**src/rtl/dcm_prog_ctrl.sv**
```systemverilog
// Slow-clock divider programming controller: arbitrates two requesters and walks the divider
// through ISSUE/WAIT/RESP. Optional WAIT timeout enabled by defining DCM_CTRL_TIMEOUT_EN.
module dcm_prog_ctrl #(
  parameter int TIMEOUT_CYCLES = 1000
) (
  input  logic       clk,
  input  logic       rst,
  input  logic [1:0] req,
  input  logic [2:0] sel_a,
  input  logic [2:0] sel_b,
  input  logic [2:0] prog_out,
  output logic [2:0] prog_in,
  output logic       update,
  output logic [1:0] grant,
  output logic       done,
  output logic       err,
  output logic       busy
);

  typedef enum logic [1:0] {IDLE, ISSUE, WAIT, RESP} state_t;

  state_t     state_q, state_d;
  logic [2:0] target_q, target_d;
  logic       gsel_q, gsel_d;   // 0 = A, 1 = B
  logic       ptr_q, ptr_d;     // 1 = B has priority on a tie
  logic       pick;
  logic [2:0] pick_sel;
  logic       timed_out;

  logic [2:0] prog_in_q;
  logic       update_q, done_q, busy_q;
  logic [1:0] grant_q;

`ifdef DCM_CTRL_TIMEOUT_EN
  localparam int CNT_W = (TIMEOUT_CYCLES > 1) ? $clog2(TIMEOUT_CYCLES + 1) : 1;
  logic [CNT_W-1:0] cnt_q, cnt_d;
  logic             to_q, to_d;
  logic             err_q;
  assign timed_out = to_q;
  assign err       = err_q;
`else
  assign timed_out = 1'b0;
  assign err       = 1'b0;
`endif

  always_comb begin
    state_d  = state_q;
    target_d = target_q;
    gsel_d   = gsel_q;
    ptr_d    = ptr_q;
`ifdef DCM_CTRL_TIMEOUT_EN
    cnt_d    = cnt_q;
    to_d     = to_q;
`endif
    pick     = (req == 2'b11) ? ptr_q : req[1];
    pick_sel = pick ? sel_b : sel_a;
    case (state_q)
      IDLE: begin
        if (req != 2'b00) begin
          gsel_d   = pick;
          ptr_d    = ~pick;
          target_d = pick_sel;
`ifdef DCM_CTRL_TIMEOUT_EN
          to_d     = 1'b0;
`endif
          // Divider already at the requested setting: skip the update handshake.
          state_d  = (pick_sel == prog_out) ? RESP : ISSUE;
        end
      end
      ISSUE: begin
        state_d = WAIT;
`ifdef DCM_CTRL_TIMEOUT_EN
        cnt_d   = '0;
`endif
      end
      WAIT: begin
        if (prog_out == target_q) begin
          state_d = RESP;
`ifdef DCM_CTRL_TIMEOUT_EN
        end else if (cnt_q == CNT_W'(TIMEOUT_CYCLES - 1)) begin
          state_d = RESP;
          to_d    = 1'b1;
        end else begin
          cnt_d   = cnt_q + CNT_W'(1);
`endif
        end
      end
      RESP:    state_d = IDLE;
      default: state_d = IDLE;
    endcase
  end

  // State and registered outputs; outputs follow the state one cycle later.
  always_ff @(posedge clk or posedge rst) begin
    if (rst) begin
      state_q   <= IDLE;
      gsel_q    <= 1'b0;
      ptr_q     <= 1'b0;
      prog_in_q <= 3'd0;
      update_q  <= 1'b0;
      grant_q   <= 2'b00;
      done_q    <= 1'b0;
      busy_q    <= 1'b0;
    end else begin
      state_q   <= state_d;
      gsel_q    <= gsel_d;
      ptr_q     <= ptr_d;
      prog_in_q <= (state_q == ISSUE) ? target_q : prog_in_q;
      update_q  <= (state_q == ISSUE);
      grant_q   <= (state_q == IDLE) ? 2'b00 : (gsel_q ? 2'b10 : 2'b01);
      done_q    <= (state_q == RESP) && !timed_out;
      busy_q    <= (state_q != IDLE);
    end
  end

  always_ff @(posedge clk) begin
    target_q <= target_d;
  end

`ifdef DCM_CTRL_TIMEOUT_EN
  always_ff @(posedge clk or posedge rst) begin
    if (rst) begin
      cnt_q <= '0;
      to_q  <= 1'b0;
      err_q <= 1'b0;
    end else begin
      cnt_q <= cnt_d;
      to_q  <= to_d;
      err_q <= (state_q == RESP) && to_q;
    end
  end
`endif

  assign prog_in = prog_in_q;
  assign update  = update_q;
  assign grant   = grant_q;
  assign done    = done_q;
  assign busy    = busy_q;

endmodule

```
**config.mk**
```make
export PLATFORM = sky130hd
export DESIGN_NAME = dcm_prog_ctrl
export DESIGN_NICKNAME = d
export VERILOG_FILES = /design/src/rtl/dcm_prog_ctrl.sv
export SDC_FILE = /design/constraint.sdc
export NUM_CORES = 1
export LEC_CHECK = 0
export BUFFER_PORTS_ARGS = -buffer_cell sky130_fd_sc_hd__buf_2
export CAP_MARGIN = 25
export CORE_UTILIZATION = 45
export DETAILED_ROUTE_END_ITERATION = 16
export GPL_TIMING_DRIVEN = 0
export PLACE_DENSITY = 0.71
export SETUP_SLACK_MARGIN = 0.3
export SYNTH_ARGS = -nofsm -noshare
export SYNTH_HDL_FRONTEND = slang
export SYNTH_SLANG_ARGS = --single-unit
```
**constraint.sdc**
```tcl
create_clock -name clk -period 4.1 [get_ports clk]
set_clock_uncertainty 0.05 [all_clocks]
set_input_delay 0.615 -clock clk [delete_from_list [all_inputs] [get_ports clk]]
set_output_delay 0.615 -clock clk [all_outputs]
set_load 0.01 [all_outputs]
```
## After elaboration in Yosys (flattened, before gate mapping)

Cells that the tools add are included.

| storage, ports and cells | value |
|---|---|
| bits in registers | 15 |
| latch bits | 0 |
| memory bits (writable) | 0 |
| memory bits (read-only) | 0 |
| input bits | 13 |
| output and inout bits | 9 |
| word-level logic and storage cells | 31 |
| memories kept | 0 |

| operators by class | value |
|---|---|
| add/sub/neg operators | 0 |
| multiply operators | 0 |
| div/mod/pow operators | 0 |
| magnitude comparators | 0 |
| equality and inequality tests | 8 |
| shift-type cells | 0 |
| mux-type cells | 8 |
| bitwise logic cells | 1 |
| reduce and logical (&&, ||, !) cells | 5 |

Operators by type and width:

| cell | number |
|---|---|
| 2-bit two-way mux | 5 |
| 2-bit case mux with 4 select lines | 1 |
| 2-bit equality test, second input constant | 3 |
| 3-bit equality test | 2 |
| 2-bit != test, second input constant | 2 |
| 2-bit AND reduction | 2 |
| 2-bit nonzero test | 2 |
| 3-bit two-way mux | 1 |
| 2-bit by 1-bit equality test with 1-bit output, second input constant | 1 |
| 2-bit logical NOT | 1 |
| 1-bit two-way mux | 1 |
| 1-bit inverter | 1 |

## Depth between registers and ports, before layout

Gate-level depths: netlist of run 1.

| logic depth | value |
|---|---|
| word-level depth | 7 |
| mapped depth | 7 |
| gate-level depth less buffers | 7 |

## Worst setup path before layout of run 1

Ideal clock, no wire load.

| path | value |
|---|---|
| kind | input to register |
| start | input port req[0] |
| end | register state_q[1] |
| setup time | 0.082 ns |
| data arrival time | 1.423 ns |
| setup slack | 2.545 ns |
| stages on the path | 5 |
| path buffers | 0 |
| path through | nand2b_2 -> and3_4 -> or3_1 -> o2bb2ai_1 -> a31oi_1 |

| between the ends | value |
|---|---|
| longest elaborated chain between the ends | 7 |
| elaborated cells on any way between the ends | 10 |
| those cells by class | eq/ne: 3; mux: 5; reduce/logical: 2 |

Ends and longest elaborated chain:

| item | RTL line | RTL |
|---|---|---|
| from (decl) | 8 | `input logic [1:0] req,` |
| 2-bit equality test | 55 | `pick = (req == 2'b11) ? ptr_q : req[1];` |
| 1-bit two-way mux | 55 |  |
| 3-bit two-way mux | 56 | `pick_sel = pick ? sel_b : sel_a;` |
| 3-bit equality test | 67 | `state_d = (pick_sel == prog_out) ? RESP : ISSUE;` |
| 2-bit two-way mux | 67 |  |
| 2-bit two-way mux | 59 | `if (req != 2'b00) begin` |
| 2-bit case mux with 4 select lines | 57 | `case (state_q)` |
| to (signal assigned) | 105 | `state_q <= state_d;` |
| to (decl) | 22 | `state_t state_q, state_d;` |

Parallel ways exist; a longest one is shown, timed or not. The select of a mux whose other input is x is not followed.
A chain may end at the register's enable or synchronous reset.

## Worst setup path in the final report of run 1

| path | value |
|---|---|
| start | register state_q[1] |
| end | register state_q[0] |

| between the ends | value |
|---|---|
| longest elaborated chain between the ends | 3 |
| elaborated cells on any way between the ends | 8 |
| those cells by class | eq/ne: 5; mux: 1; reduce/logical: 2 |

Ends and longest elaborated chain:

| item | RTL line |
|---|---|
| 2-bit equality test or 2-bit logical NOT (tied branches) | 57 |
| 2-bit != test (no line) | -- |
| 2-bit AND reduction (no line) | -- |

Parallel ways exist; a longest one is shown, timed or not.

==> flow_summary.json, run 1 <==
{
  "status": "complete, no violations",
  "grt_usage_pct": 19.06,
  "path_cells": "inv_1 -> ha_1 -> inv_2 -> nor3_1 -> a21oi_1 -> o32a_1",
  "wl_met2_um": 694,
  "netlist_area_um2": 763.2,
  "first_iter_violations": 12,
  "ant_nets": 0,
  "grt_pass1_vias": 553,
  "vias": 573,
  "synth_cells": 68,
  "intPower_mw": 0.3799,
  "pwr-share-clk_pct": 14.5,
  "antenna_cells": 0,
  "detail_route.vias_per_cell": 5.306,
  "ys_seq_area_share_pct": 51.15,
  "critPathSlowestCell": "dfrtp_1",
  "drcViolationCount": 0,
  "io_pins": 22,
  "insertion_delay_ns": 0.29,
  "cts_resized": 0,
  "cts_root_buffer": "clkbuf_4",
  "critical_path_class": "flop to flop",
  "cts_tree": "built",
  "slowest_delay_ns": 0.43,
  "cts.sink_count": 15,
  "peakVddDrop_v": 0.0002749,
  "seqPwrFrac_pct": 43.5,
  "crit_buf_inv": 2,
  "highest_layer": "met4",
  "tns_ns": 0,
  "overflow": 0,
  "first_pass_iters": 4,
  "r2r_setup_slack_ns": 2.44,
  "final_util_pct": 59.09,
  "areaGrowthSynthToFinish_pct": 19.34,
  "start_util_pct": 49.51,
  "die_area_um2": 1865,
  "grt_max_degree": 13,
  "min_period_ns": 1.665,
  "cts_buffers": 3,
  "nFillCells": 142,
  "p_switching_mw": 0.2182,
  "power_density_nw_per_um2": 656.5,
  "r2r_start": "state_q[1]",
  "required_ns": 4.22,
  "wl_met3_um": 62,
  "gp_congestion": 0.7012,
  "drv_cap": 0,
  "leakagePower_nw": 0.4287,
  "layout.nets": 111,
  "cpLargestDelayFamily": "flip-flops",
  "synth_cell_types": 28,
  "worst_setup_path_start_kind": "flop",
  "fmax_mhz": 600.7,
  "end_kind": "flop",
  "finalHoldViolCount": 0,
  "core_um2": 1541,
  "hold_class": "input port to async pin",
  "wirelength_mm": 1.402,
  "min_period_over_period_pct": 40.60,
  "die_y_um": 43.19,
  "synth.avg_cell_area_um2": 11.22,
  "netSwitchingFraction_pct": 36.48,
  "yosysWarnings": 0,
  "syn_nets": 86,
  "port_buffers": 20,
  "r2r-end": "state_q[0]",
  "cts.reportedPaths.clkPinSlew_ns": 0.10,
  "worst-path-max-fanout": 6,
  "htreeDepth": 1,
  "drive_gt1_share_pct": 38.04,
  "synth-seq-cells": 15,
  "ff2ff_path_depth": 6,
  "rows": 14,
  "comb_power_share_pct": 42.0,
  "power_mw": 0.5980,
  "clk_path_buf_depth": 2,
  "antenna_found_initial": 0,
  "arrival_ns": 1.79,
  "rsz0062_at_grt": "no",
  "die_w_um": 43.19,
  "post_cts_buffers": 0,
  "wl_met1_um": 596,
  "hold_slack_ns": 0.2492,
  "finalSetupViolCount": 0,
  "slew_viol_final": 0,
  "grt_pass1_wl_mm": 2.497,
  "hold_buffers": 0,
  "wl_per_cell_um": 12.98
}
## area by class of cell
class	count	area, um2	share of cell area [%]
repair buffers	20	100.1	10.99
well taps	16	20.02	2.198
clock buffers	3	22.52	2.473
multi-input cells	48	350.3	38.46
inverters	4	15.01	1.648
flip-flops and latches	15	390.4	42.86
plain buffers	1	7.507	0.8242
clock inverters	1	5.005	0.5495
## per-layer routing
metal  vias up  track usage [%]
li1        280                -
met1       266            23.10
met2        22            30.15
met3         5            3.830
met4         0            12.73
met5         -                0
## sequential cells by signal, indices dropped and copies added, names as in the netlist
name,flops
prog_in,3
target_q,3
grant,2
state_q,2
busy,1
done,1
gsel_q,1
ptr_q,1
update,1
## cell usage after synthesis
cell       number  area (um2)
and3_4          1       11.26
o21ai_0         2       10.01
nor3_1          1       5.000
nor2b_1         1       6.260
conb_1          1       3.750
nor2_1          4       15.01
ha_1            5       62.56
edfxtp_1        3       90.09
a221oi_1        1       8.760
nand4_1         1       6.260
dfrtp_1        12       300.3
inv_2           1       3.750
o32a_1          1       10.01
nand2b_1        1       6.260
xnor2_1         5       43.79
o2bb2ai_1       1       8.760
a31oi_1         2       12.51
or2_1           1       6.260
buf_4           1       7.510
or2_2           2       12.51
or3_1           1       6.260
a21oi_1         3       15.01
nand3_1         1       5.000
mux2_2          5       56.30
inv_1           3       11.26
nand2b_2        1       8.760
a21boi_0        1       7.510
nand2_1         6       22.52
## power groups by stage
stage | Sequential (mW) | Combinational (mW) | Clock [mW]
2_1_floorplan | 0.277 | 0.153 | 0
3_3_place_gp | 0.261 | 0.241 | 0
3_5_place_dp | 0.265 | 0.253 | 0
4_1_cts | 0.261 | 0.254 | 0.0891
5_1_grt | 0.271 | 0.287 | 0.0962
6_report | 0.260 | 0.251 | 0.0870
## cell usage in the layout (no fill, tap or decap), drive strengths merged
cell	n
buf	21
dfrtp	12
nand2	6
mux2	5
xnor2	5
ha	5
nor2	4
inv	4
a21oi	3
clkbuf	3
edfxtp	3
or2	3
a31oi	2
o21ai	2
nand2b	2
and3	1
a21boi	1
nor2b	1
or3	1
a221oi	1
nand4	1
o2bb2ai	1
nand3	1
nor3	1
o32a	1
conb	1
clkinv	1
## stage by stage
step	cell area, um2	cells	setup slack [ns]
floorplan	763.2	68	2.545
global placement	883.3	104	2.328
detailed placement	883.3	104	2.317
CTS	910.9	108	2.439
global route	910.9	108	2.299
finish	910.9	108	2.435
## cell families after synthesis
| kind of cell | Yosys count | synth area share (%) |
|---|---|---|
| simple gates | 21 | 14.59 |
| flops | 15 | 51.15 |
| compound gates | 11 | 9.508 |
| fa+ha+maj | 5 | 8.197 |
| xor+xnor | 5 | 5.737 |
| mux | 5 | 7.377 |
| buf+inv | 5 | 2.951 |
| other cells | 1 | 0.4913 |
## worst max-delay path by stage
stage / from / end / cells after the start
after floorplan: req[0] / state_q[1] / 5
after global placement: req[0] / state_q[1] / 6
after detailed placement: req[0] / state_q[1] / 6
after CTS: state_q[1] / state_q[0] / 6
after global routing: state_q[1] / state_q[0] / 6
final: state_q[1] / state_q[0] / 6
No activity file was read; power rests on OpenSTA's default activity.
==> run 2: changes to the inputs <==
==> constraint.sdc (replaced) <==
create_clock -name clk -period 1.7 [get_ports clk]
set_clock_uncertainty 0.05 [all_clocks]
set_input_delay 0.255 -clock clk [delete_from_list [all_inputs] [get_ports clk]]
set_output_delay 0.255 -clock clk [all_outputs]
set_load 0.01 [all_outputs]
==> flow_summary.json, run 2 (synthesized netlist as in run 1, its figures left out) <==
{
  "rows": 14,
  "met1_usage_pct": 20.44,
  "use_met3_pct": 3.830,
  "crit_buf_inv": 0,
  "r2r_setup_slack_ns": 0.25,
  "insertion_delay_ns": 0.28,
  "hold_path_startpoint": "req[1]",
  "die_w_um": 43.19,
  "grt_max_degree": 13,
  "peakVddDrop_v": 0.0008172,
  "antenna_cells": 0,
  "first_iter_violations": 6,
  "place_inst": 104,
  "grt_pass1_vias": 492,
  "place_ws_ns": 0.1101,
  "grt_most_used_layer": "met2",
  "grt_usage_pct": 16.34,
  "register_area_um2": 390.4,
  "mostFrequentLayoutCell": "buf_2",
  "r2r_start": "ptr_q",
  "hpwl_um": 963.6,
  "clk_path_buf_depth": 2,
  "start_util_pct": 49.51,
  "arrival_ns": 1.60,
  "cts.reportedPaths.clkPinSlew_ns": 0.08,
  "required_ns": 1.85,
  "detail_route.vias_per_cell": 4.965,
  "grt_pass1_wl_mm": 2.104,
  "status": "complete, no violations",
  "cpLargestDelayFamily": "simple AND/OR/NAND/NOR gates",
  "placedInstanceArea_um2": 888.4,
  "stdcell_area_um2": 984.7,
  "min_period_over_period_pct": 85.04,
  "cts_root_buffer": "clkbuf_4",
  "slowest_delay_ns": 0.39,
  "worst_setup_path_start_kind": "flop",
  "r2r-end": "state_q[1]",
  "worst-path-max-fanout": 4,
  "fmax_mhz": 691.7,
  "critical_path_class": "flop to flop",
  "critPathSlowestCell": "dfrtp_1",
  "multi_input_area_um2": 377.9,
  "slew_viol_final": 0,
  "end_kind": "flop",
  "drive_gt1_share_pct": 45.92,
  "wirelength_mm": 1.278,
  "overflow": 0,
  "grt_use_met2_pct": 22.99,
  "final_cells": 114,
  "areaGrowthSynthToFinish_pct": 29.02,
  "cts.sink_count": 15,
  "cts_buffers": 3,
  "layout.nets": 117,
  "first_pass_iters": 4,
  "finalSetupViolCount": 0,
  "ff2ff_path_depth": 5,
  "wl_per_cell_um": 11.21,
  "min_period_ns": 1.446,
  "antenna_found_initial": 0,
  "min_to": "ptr_q",
  "io_pins": 22,
  "leakagePower_nw": 0.4579,
  "hold_depth": 2,
  "rsz0062_at_grt": "yes",
  "cts_tree": "built",
  "vias": 566,
  "ant_nets": 0,
  "power_density_nw_per_um2": 1582,
  "drv_cap": 0,
  "hold_class": "input port to flop",
  "tns_ns": 0,
  "final_cell_mix": "buf_2 (20), dfrtp_1 (12), nand2_1 (6), buf_4 (6)",
  "path_cells": "nand2b_4 -> and3_4 -> or3_1 -> o2bb2ai_1 -> a31oi_1",
  "die_y_um": 43.19,
  "gp_congestion": 0.7711,
  "core_um2": 1541,
  "setup_slack_ns": 0.2544,
  "finalHoldViolCount": 0,
  "die_area_um2": 1865,
  "port_buffers": 20,
  "htreeDepth": 1,
  "nFillCells": 134,
  "drcViolationCount": 0
}
-- run 2: cell count changes in the layout (fill, tap and decap cells not counted), sizes merged --
cell	delta
clkbuf	+1
dlygate4sd3	+1
buf	+5
clkinv	-1
-- run 2: worst max-delay path by stage --
| stage | startpoint | endpoint | slack (ns) | cells past startpoint |
|---|---|---|---|---|
| 6_report | ptr_q | state_q[1] | 0.25 | 5 |
| 5_1_grt | state_q[0] | state_q[1] | 0.15 | 6 |
| 4_1_cts | ptr_q | state_q[1] | 0.26 | 5 |
| 3_3_place_gp | state_q[0] | state_q[0] | 0.12 | 6 |
| 2_1_floorplan | state_q[0] | state_q[0] | 0.31 | 6 |
| 3_5_place_dp | state_q[1] | state_q[0] | 0.11 | 6 |
-- run 2: timing repair --
action	CTS	global route
hold buffers	1	0
gates resized for setup	7	0
hold endpoints to repair	12	0
setup buffers	2	3
setup endpoints to repair	5	2
-- run 2: area by class of cell --
class | instances | area share (%)
plain buffers | 1 | 0.7624
clock buffers | 4 | 2.668
inverters | 4 | 1.525
multi-input cells | 48 | 38.37
flip-flops and latches | 15 | 39.64
well taps | 16 | 2.033
repair buffers | 26 | 14.99
-- run 2: worst register-to-register path, stage by stage, from the launching register on --
cell	delay, ns
dfrtp_1	0.39
nand2b_4	0.15
and3_4	0.18
or3_1	0.33
o2bb2ai_1	0.13
a31oi_1	0.14
-- run 2: per-layer routing --
layer | wire [um] | up-vias
li1 | - | 293
met1 | 602 | 253
met2 | 597 | 18
met3 | 57 | 2
met4 | 22 | 0
met5 | 0 | -
-- run 2: through the flow --
| stage | util (%) | hold WS (ns) | power [mW] |
|---|---|---|---|
| finish | 63.88 | 0.2166 | 1.558 |
| global route | 63.88 | 0.2246 | 1.688 |
| CTS | 62.42 | 0.1970 | 1.524 |
| detailed placement | 57.63 | 0.2289 | 1.230 |
| global placement | 57.63 | 0.2252 | 1.211 |
| floorplan | - | 0.06970 | 1.045 |
-- run 2: power by group --
part           internal, mW  switching (mW)  total (mW)
clock                0.0910           0.107       0.198
sequential            0.540          0.0807       0.621
combinational         0.392           0.347       0.739
